<file path="src/rtl/sipo_reg.sv">
// sipo_reg: serial-in parallel-out word capture, MSB first, with an explicit IDLE/SHIFT/DONE FSM.
// Latency: WIDTH+1 rising edges from start sampled to valid (one start edge, then WIDTH en edges).
// Backpressure: none; en=0 in SHIFT stalls capture indefinitely, and start is ignored outside IDLE.
//
// Ports:
//   clk, rst_n   - clock and asynchronous active-low reset
//   start        - begin capturing a new word (sampled in IDLE only)
//   en, D        - bit strobe and serial data bit; D is taken only on edges where en=1
//   Q            - last completed word, held between completions
//   valid        - one-cycle pulse while the FSM is in DONE
//   busy         - high while in SHIFT
module sipo_reg #(
    parameter int WIDTH = 8
) (
    input  logic             clk,
    input  logic             rst_n,
    input  logic             start,
    input  logic             en,
    input  logic             D,
    output logic [WIDTH-1:0] Q,
    output logic             valid,
    output logic             busy
);

    localparam int CW = $clog2(WIDTH);

    typedef enum logic [1:0] {
        IDLE  = 2'd0,
        SHIFT = 2'd1,
        DONE  = 2'd2
    } state_t;

    state_t state;
    state_t state_nxt;

    // Only the low WIDTH-1 bits of the shift register are ever needed: the
    // bit that would shift out of the top is never observed, and the final
    // bit goes straight from D into Q on the completing edge.
    logic [WIDTH-2:0] shreg;
    logic [WIDTH-1:0] shift_word;
    logic [CW-1:0]    cnt;
    logic             last_bit;

    assign shift_word = {shreg, D};
    assign last_bit   = en && (cnt == CW'(WIDTH - 1));

    always_ff @(posedge clk or negedge rst_n) begin
        if (!rst_n) begin
            state <= IDLE;
        end else begin
            state <= state_nxt;
        end
    end

    always_comb begin
        state_nxt = state;
        case (state)
            IDLE:    if (start)    state_nxt = SHIFT;
            SHIFT:   if (last_bit) state_nxt = DONE;
            DONE:                  state_nxt = IDLE;
            default:               state_nxt = IDLE;
        endcase
    end

    always_ff @(posedge clk or negedge rst_n) begin
        if (!rst_n) begin
            shreg <= '0;
            cnt   <= '0;
            Q     <= '0;
        end else begin
            case (state)
                IDLE: begin
                    if (start) begin
                        shreg <= '0;
                        cnt   <= '0;
                    end
                end
                SHIFT: begin
                    if (en) begin
                        shreg <= shift_word[WIDTH-2:0];
                        // Wrap explicitly so the counter never passes WIDTH-1,
                        // even when WIDTH is not a power of two.
                        if (last_bit) begin
                            Q   <= shift_word;
                            cnt <= '0;
                        end else begin
                            cnt <= cnt + CW'(1);
                        end
                    end
                end
                default: ;
            endcase
        end
    end

    assign valid = (state == DONE);
    assign busy  = (state == SHIFT);

endmodule

</file>
<file path="config.mk">
export PLATFORM = sky130hd
export DESIGN_NAME = sipo_reg
export DESIGN_NICKNAME = d
export VERILOG_FILES = /design/src/rtl/sipo_reg.sv
export SDC_FILE = /design/constraint.sdc
export NUM_CORES = 1
export LEC_CHECK = 0
export ABC_AREA = 1
export CAP_MARGIN = 20
export CELL_PAD_IN_SITES_DETAIL_PLACEMENT = 0
export CELL_PAD_IN_SITES_GLOBAL_PLACEMENT = 1
export CORE_MARGIN = 2
export CORE_UTILIZATION = 44
export CTS_BUF_LIST = sky130_fd_sc_hd__clkbuf_4
export DETAILED_ROUTE_END_ITERATION = 10
export PLACE_DENSITY_LB_ADDON = 0.1
export REMOVE_ABC_BUFFERS = 1
export SYNTH_ARGS = -nofsm -noshare
export SYNTH_HDL_FRONTEND = slang
export SYNTH_SLANG_ARGS = --single-unit
</file>
<file path="constraint.sdc">
create_clock -name clk -period 3.2 [get_ports clk]
set_clock_uncertainty 0.2 [all_clocks]
set_input_delay 0.64 -clock clk [delete_from_list [all_inputs] [get_ports clk]]
set_output_delay 0.64 -clock clk [all_outputs]
set_load 0.1 [all_outputs]
</file>
==> results of run 1 <==
worst max-delay path by stage:
stage	to	slack (ps)	cells past startpoint
2_1_floorplan	valid	580	1
3_3_place_gp	cnt[0]$_DFFE_PN0P_	890	4
3_5_place_dp	cnt[0]$_DFFE_PN0P_	870	5
4_1_cts	busy	940	3
5_1_grt	busy	860	3
6_report	busy	950	3
sequential cells by signal (all words and copies together) (netlist names):
signal  flops
cnt         3
Q           8
shreg       7
state       2
synth_stat cells:
master and count:
buf_6 2, dfrtp_1 20, buf_2 4, nor2_1 4, ha_1 2, nand4_1 8, nand2_1 27, nand3_1 11
inv_1 11, inv_2 2, nand2_4 2, nor2_4 1, o21ai_2 8
power by group:
part | total, mW | internal [mW] | switching (mW)
clock | 0.115 | 0.0438 | 0.0711
combinational | 0.616 | 0.149 | 0.467
sequential | 0.420 | 0.347 | 0.0729
worst max-delay path: stages (launching register included):
cell and delay, ps:
dfrtp_1 600, inv_2 80, nor2_4 130, buf_4 310
cell families (layout without fill, tap and decap cells):
logic type | count (synthesis) | in the layout | synth area share
compound gates | 8 | 8 | 0.07437
flops | 20 | 20 | 0.5312
fa+ha+maj | 2 | 2 | 0.02656
simple gates | 53 | 53 | 0.2709
buf+inv | 19 | 30 | 0.09695
cell type report:
cell class,count,area (um2),area share
inverters,13,48.80,0.04556
repair buffers,14,115.1,0.1075
clock buffers,3,22.52,0.02103
well taps,27,33.78,0.03154
multi-input cells,63,350.3,0.3271
flip-flops and latches,20,500.5,0.4673
routing by layer:
metal  vias up  share of wire  global-route usage  wire (um)
li1        348              -                   -          -
met1       309           0.52              0.2012        790
met2         7           0.43              0.2061        654
met3         2          0.031             0.03571         47
met4         0         0.0099             0.06944         15
met5         -              0                   0          0
metrics by stage:
step                      utilization  area [um2]  hold WS [ps]  worst slack [ps]
final                          0.5404        1071         291.2             951.0
after global routing           0.5404        1071         317.0             855.0
after CTS                      0.5404        1071         296.4             940.0
after detailed placement       0.5290        1049         269.6             870.0
after global placement         0.5290        1049         265.8             894.1
after floorplan                     -       899.6         144.4             579.6
==> flow_metrics.tcl, run 1 <==
set metrics [dict create \
    synthDominantCellAreaShare 0.5312 \
    setup-tns-final_ps 0 \
    ioPinCount 15 \
    grt_pass1_vias 600 \
    peakVddDrop_mv 0.5668 \
    finalHoldViolCount 0 \
    routedWlPerCell_um 10.77 \
    finalCriticalPeriod_ps 2249 \
    r2r_end "Q[6]$_DFFE_PN0P_" \
    synth.area.top_cells "dfrtp_1 53%, nand2_1 11%, o21ai_2 7.4%" \
    vias 666 \
    cts_tree "done" \
    layout_common_cells "27 x nand2_1, 20 x dfrtp_1, 11 x nand3_1, 11 x inv_1, 10 x buf_4" \
    syn2layout_area_growth_pct 13.68 \
    r2r-start "cnt[0]$_DFFE_PN0P_" \
    powerDensity_nw_per_um2 1074 \
    die_h_um 50.28 \
    dr.pass1.iters 4 \
    avgSynthCellArea_um2 9.237 \
    holdBufCountCts 0 \
    rsz0062_at_grt "false" \
    critPathLaunchType "flip-flop" \
    grt_pass1_wl_um 2697 \
    n_fill_cell 192 \
    totalWireLength_um 1508 \
    cts_buffers 3 \
    max_slew.worst_pin.slew_ps 875.1 \
    maxCapViolations 0 \
    ys_types 13 \
    finalSetupViolations 0 \
    ant_nets 0 \
    worst_ep_arrival_time_ps 1410 \
    yosysTopAreaCell "dfrtp_1" \
    clk_pin_slew_ps 110 \
    hold_end "Q[7]$_DFFE_PN0P_" \
    initial_utilization 0.4754 \
    ys_ff_latch 20 \
    post-route-period-util 0.7028 \
    power_mw 1.151 \
    grt.overflow.total 0 \
    grt_antenna_before_repair 0 \
    core-area_um2 1982 \
    leakage_nw 0.5876 \
    post_cts_buffers 0 \
    fmax_mhz 444.6 \
    portBuffers 14 \
    worstPathRequired_ps 2360 \
    fin_cells 140 \
    drt-initial-drc-count 16 \
    ctsResizeCount 0 \
    maxSlewViolCount 0 \
    clockBufferDepth 2 \
    final_nets 122 \
    path_max_fanout 13 \
    die_x_um 50.28 \
    r2r.worst_path.cells 7 \
    place_inst 137 \
    hp-class "reg -> reg" \
    place_congestion 0.7342 \
    diodes 0 \
    syn_inst 102 \
    drive_above_1_share 0.2301 \
    slew_headroom 0.4148 \
    endpoint_kind "output port" \
    r2r_setup_slack_ps 1600 \
    outcome "complete, no violations" \
    track_usage 0.1436 \
    dp_hpwl_um 1036 \
    rows 16 \
    cts-htree-levels 1 \
    worstSkewPairLatency_ps 290 \
    ys_seq_area_frac 0.5312 \
    syn-cell-area_um2 942.2 \
    holdPathStages 2 \
    drcViolationCount 0 \
    worst_setup_path_startpoint "state[0]$_DFFE_PN0P_" \
    dieArea_um2 2528 \
    layout_commonest_cell "nand2_1" \
    cts-root-buf "clkbuf_4" \
    vias_per_cell 4.757 \
    clock_sinks 20 \
    critPathKind "reg -> out" \
    min_from "Q[7]$_DFFE_PN0P_" \
    ys_warn_count 0 \
    grt_max_degree 21 \
]
(Power assumes the default switching activity.)
==> run 2: changes to the inputs <==
--- a/config.mk
+++ b/config.mk
@@ -10,7 +10,7 @@
 export CELL_PAD_IN_SITES_DETAIL_PLACEMENT = 0
 export CELL_PAD_IN_SITES_GLOBAL_PLACEMENT = 1
 export CORE_MARGIN = 2
-export CORE_UTILIZATION = 44
+export CORE_UTILIZATION = 41
 export CTS_BUF_LIST = sky130_fd_sc_hd__clkbuf_4
 export DETAILED_ROUTE_END_ITERATION = 10
 export PLACE_DENSITY_LB_ADDON = 0.1
==> constraint.sdc (replaced) <==
create_clock -name clk -period 2.24 [get_ports clk]
set_clock_uncertainty 0.2 [all_clocks]
set_input_delay 0.448 -clock clk [delete_from_list [all_inputs] [get_ports clk]]
set_output_delay 0.448 -clock clk [all_outputs]
set_load 0.1 [all_outputs]
==> flow_metrics.tcl, run 2 (synthesis results as in run 1) <==
set metrics [dict create \
    cts-root-buf "clkbuf_4" \
    r2r_setup_slack_ps 600 \
    die_x_um 51.94 \
    finalCriticalPeriod_ps 2029 \
    drt-initial-drc-count 24 \
    hp-class "in -> async" \
    grt_pass1_wl_um 3098 \
    slew_headroom 0.7180 \
    dp_hpwl_um 1155 \
    drcViolationCount 0 \
    peakVddDrop_mv 0.9826 \
    final_nets 124 \
    ant_nets 0 \
    grt_max_degree 21 \
    initial_utilization 0.4300 \
    place_congestion 0.7439 \
    die_h_um 51.94 \
    p_comb_frac 0.502 \
    critPathKind "reg -> out" \
    largest_register_ffs 8 \
    holdBufCountCts 0 \
    cts_buffers 3 \
    largest_register "Q" \
    grt_antenna_before_repair 0 \
    setup-tns-final_ps 0 \
    clock_sinks 20 \
    clkPwrFrac 0.164 \
    vias_per_cell 4.938 \
    core-area_um2 2191 \
    track_usage 0.1558 \
    drive_above_1_share 0.2500 \
    finalSetupViolations 0 \
    pre_cts_slack_ps 281.8 \
    path_max_fanout 13 \
    endpoint_kind "output port" \
    portBuffers 14 \
    rows 17 \
    routedWlPerCell_um 11.90 \
    diodes 0 \
    dr.pass1.iters 4 \
    rsz0062_at_grt "false" \
    power.sequential.fraction 0.334 \
    post-route-period-util 0.9060 \
    worstPathRequired_ps 1590 \
    intPower_uw 912.2 \
    layout_setup_ws_ps 210.5 \
    totalWireLength_um 1713 \
    grt_pass1_vias 679 \
    worstSkewPairLatency_ps 300 \
    powerDensity_nw_per_um2 1592 \
    post_cts_buffers 0 \
    dieArea_um2 2697 \
    grt.overflow.total 0 \
    maxSlewViolCount 0 \
    ctsResizeCount 0 \
    layout_commonest_cell "nand2_1" \
    critPathLaunchType "flip-flop" \
    clockBufferDepth 2 \
    outcome "complete, no violations" \
    reg.largest.list "Q (8), shreg (7), cnt (3)" \
    fmax_mhz 492.7 \
    maxCapViolations 0 \
    finalHoldViolCount 0 \
    syn2layout_area_growth_pct 21.25 \
    worst_ep_arrival_time_ps 1380 \
    cts-htree-levels 1 \
    layout_common_cells "27 x nand2_1, 20 x dfrtp_1, 11 x nand3_1, 11 x inv_1, 10 x buf_4" \
    ioPinCount 15 \
    max_slew.worst_pin.slew_ps 423.0 \
    swShare 0.4985 \
    power_switching_uw 906.6 \
    cts_tree "done" \
    leakage_nw 0.6198 \
    clk_pin_slew_ps 130 \
    vias 711 \
]
## run 2: path summary, 6_finish.rpt
path	from	end	cells past startpoint
worst max-delay path	state[0]$_DFFE_PN0P_	busy	3
worst min-delay path	rst_n	state[1]$_DFFE_PN0P_	2
worst max register to register	cnt[0]$_DFFE_PN0P_	Q[2]$_DFFE_PN0P_	7
worst min register to register	Q[1]$_DFFE_PN0P_	Q[1]$_DFFE_PN0P_	2
max in group asynchronous	rst_n	shreg[3]$_DFFE_PN0P_	2
min in group clk	Q[1]$_DFFE_PN0P_	Q[1]$_DFFE_PN0P_	2
## run 2: critical path: stages, from the launching register on
cell     delay (ps)
dfrtp_1         620
inv_2            80
nor2_4          170
buf_12          200
## run 2: layout make-up
class | count | area (um2)
multi-input combinational | 63 | 350.3
clock buffer | 3 | 22.52
sequential | 20 | 500.5
inverter | 13 | 48.80
tap | 28 | 35.03
timing repair buffer | 16 | 155.1
clock inverter | 1 | 30.03
fill | 214 | 1049
## run 2: stage by stage
stage	cells	hold slack (ps)	util	total power, mW	instance area (um2)
after floorplan	96	-47.59	-	1.314	899.6
after CTS	144	269.4	0.5214	1.836	1142
after global routing	144	276.8	0.5214	1.931	1142
final	144	266.5	0.5214	1.819	1142
after detailed placement	140	272.3	0.4974	1.535	1090
after global placement	140	265.9	0.4974	1.519	1090
## run 2: layer usage
layer  routed length [um]  GRT usage  part of all wire  up-vias
li1                     -          -                 -      358
met1                  833     0.2119              0.49      333
met2                  772     0.2426              0.45       18
met3                   91    0.02874             0.053        2
met4                   16    0.06579            0.0093        0
met5                    0          0                 0        -
## run 2: power groups by stage
stage / logic [mW] / clock network [mW] / registers (mW)
CTS: 0.922 / 0.306 / 0.609
global route: 0.983 / 0.319 / 0.629
detailed placement: 0.922 / 0 / 0.614
finish: 0.913 / 0.298 / 0.608
global placement: 0.908 / 0 / 0.611
floorplan: 0.338 / 0 / 0.976
==> run 3: changes to the inputs <==
--- a/config.mk
+++ b/config.mk
@@ -6,12 +6,12 @@
 export NUM_CORES = 1
 export LEC_CHECK = 0
 export ABC_AREA = 1
-export CAP_MARGIN = 20
 export CELL_PAD_IN_SITES_DETAIL_PLACEMENT = 0
 export CELL_PAD_IN_SITES_GLOBAL_PLACEMENT = 1
 export CORE_MARGIN = 2
 export CORE_UTILIZATION = 41
 export CTS_BUF_LIST = sky130_fd_sc_hd__clkbuf_4
+export CTS_CLUSTER_SIZE = 14
 export DETAILED_ROUTE_END_ITERATION = 10
 export PLACE_DENSITY_LB_ADDON = 0.1
 export REMOVE_ABC_BUFFERS = 1
==> results of run 3 <==
No change in the layout: final DEF, timing and power equal those of run 2.
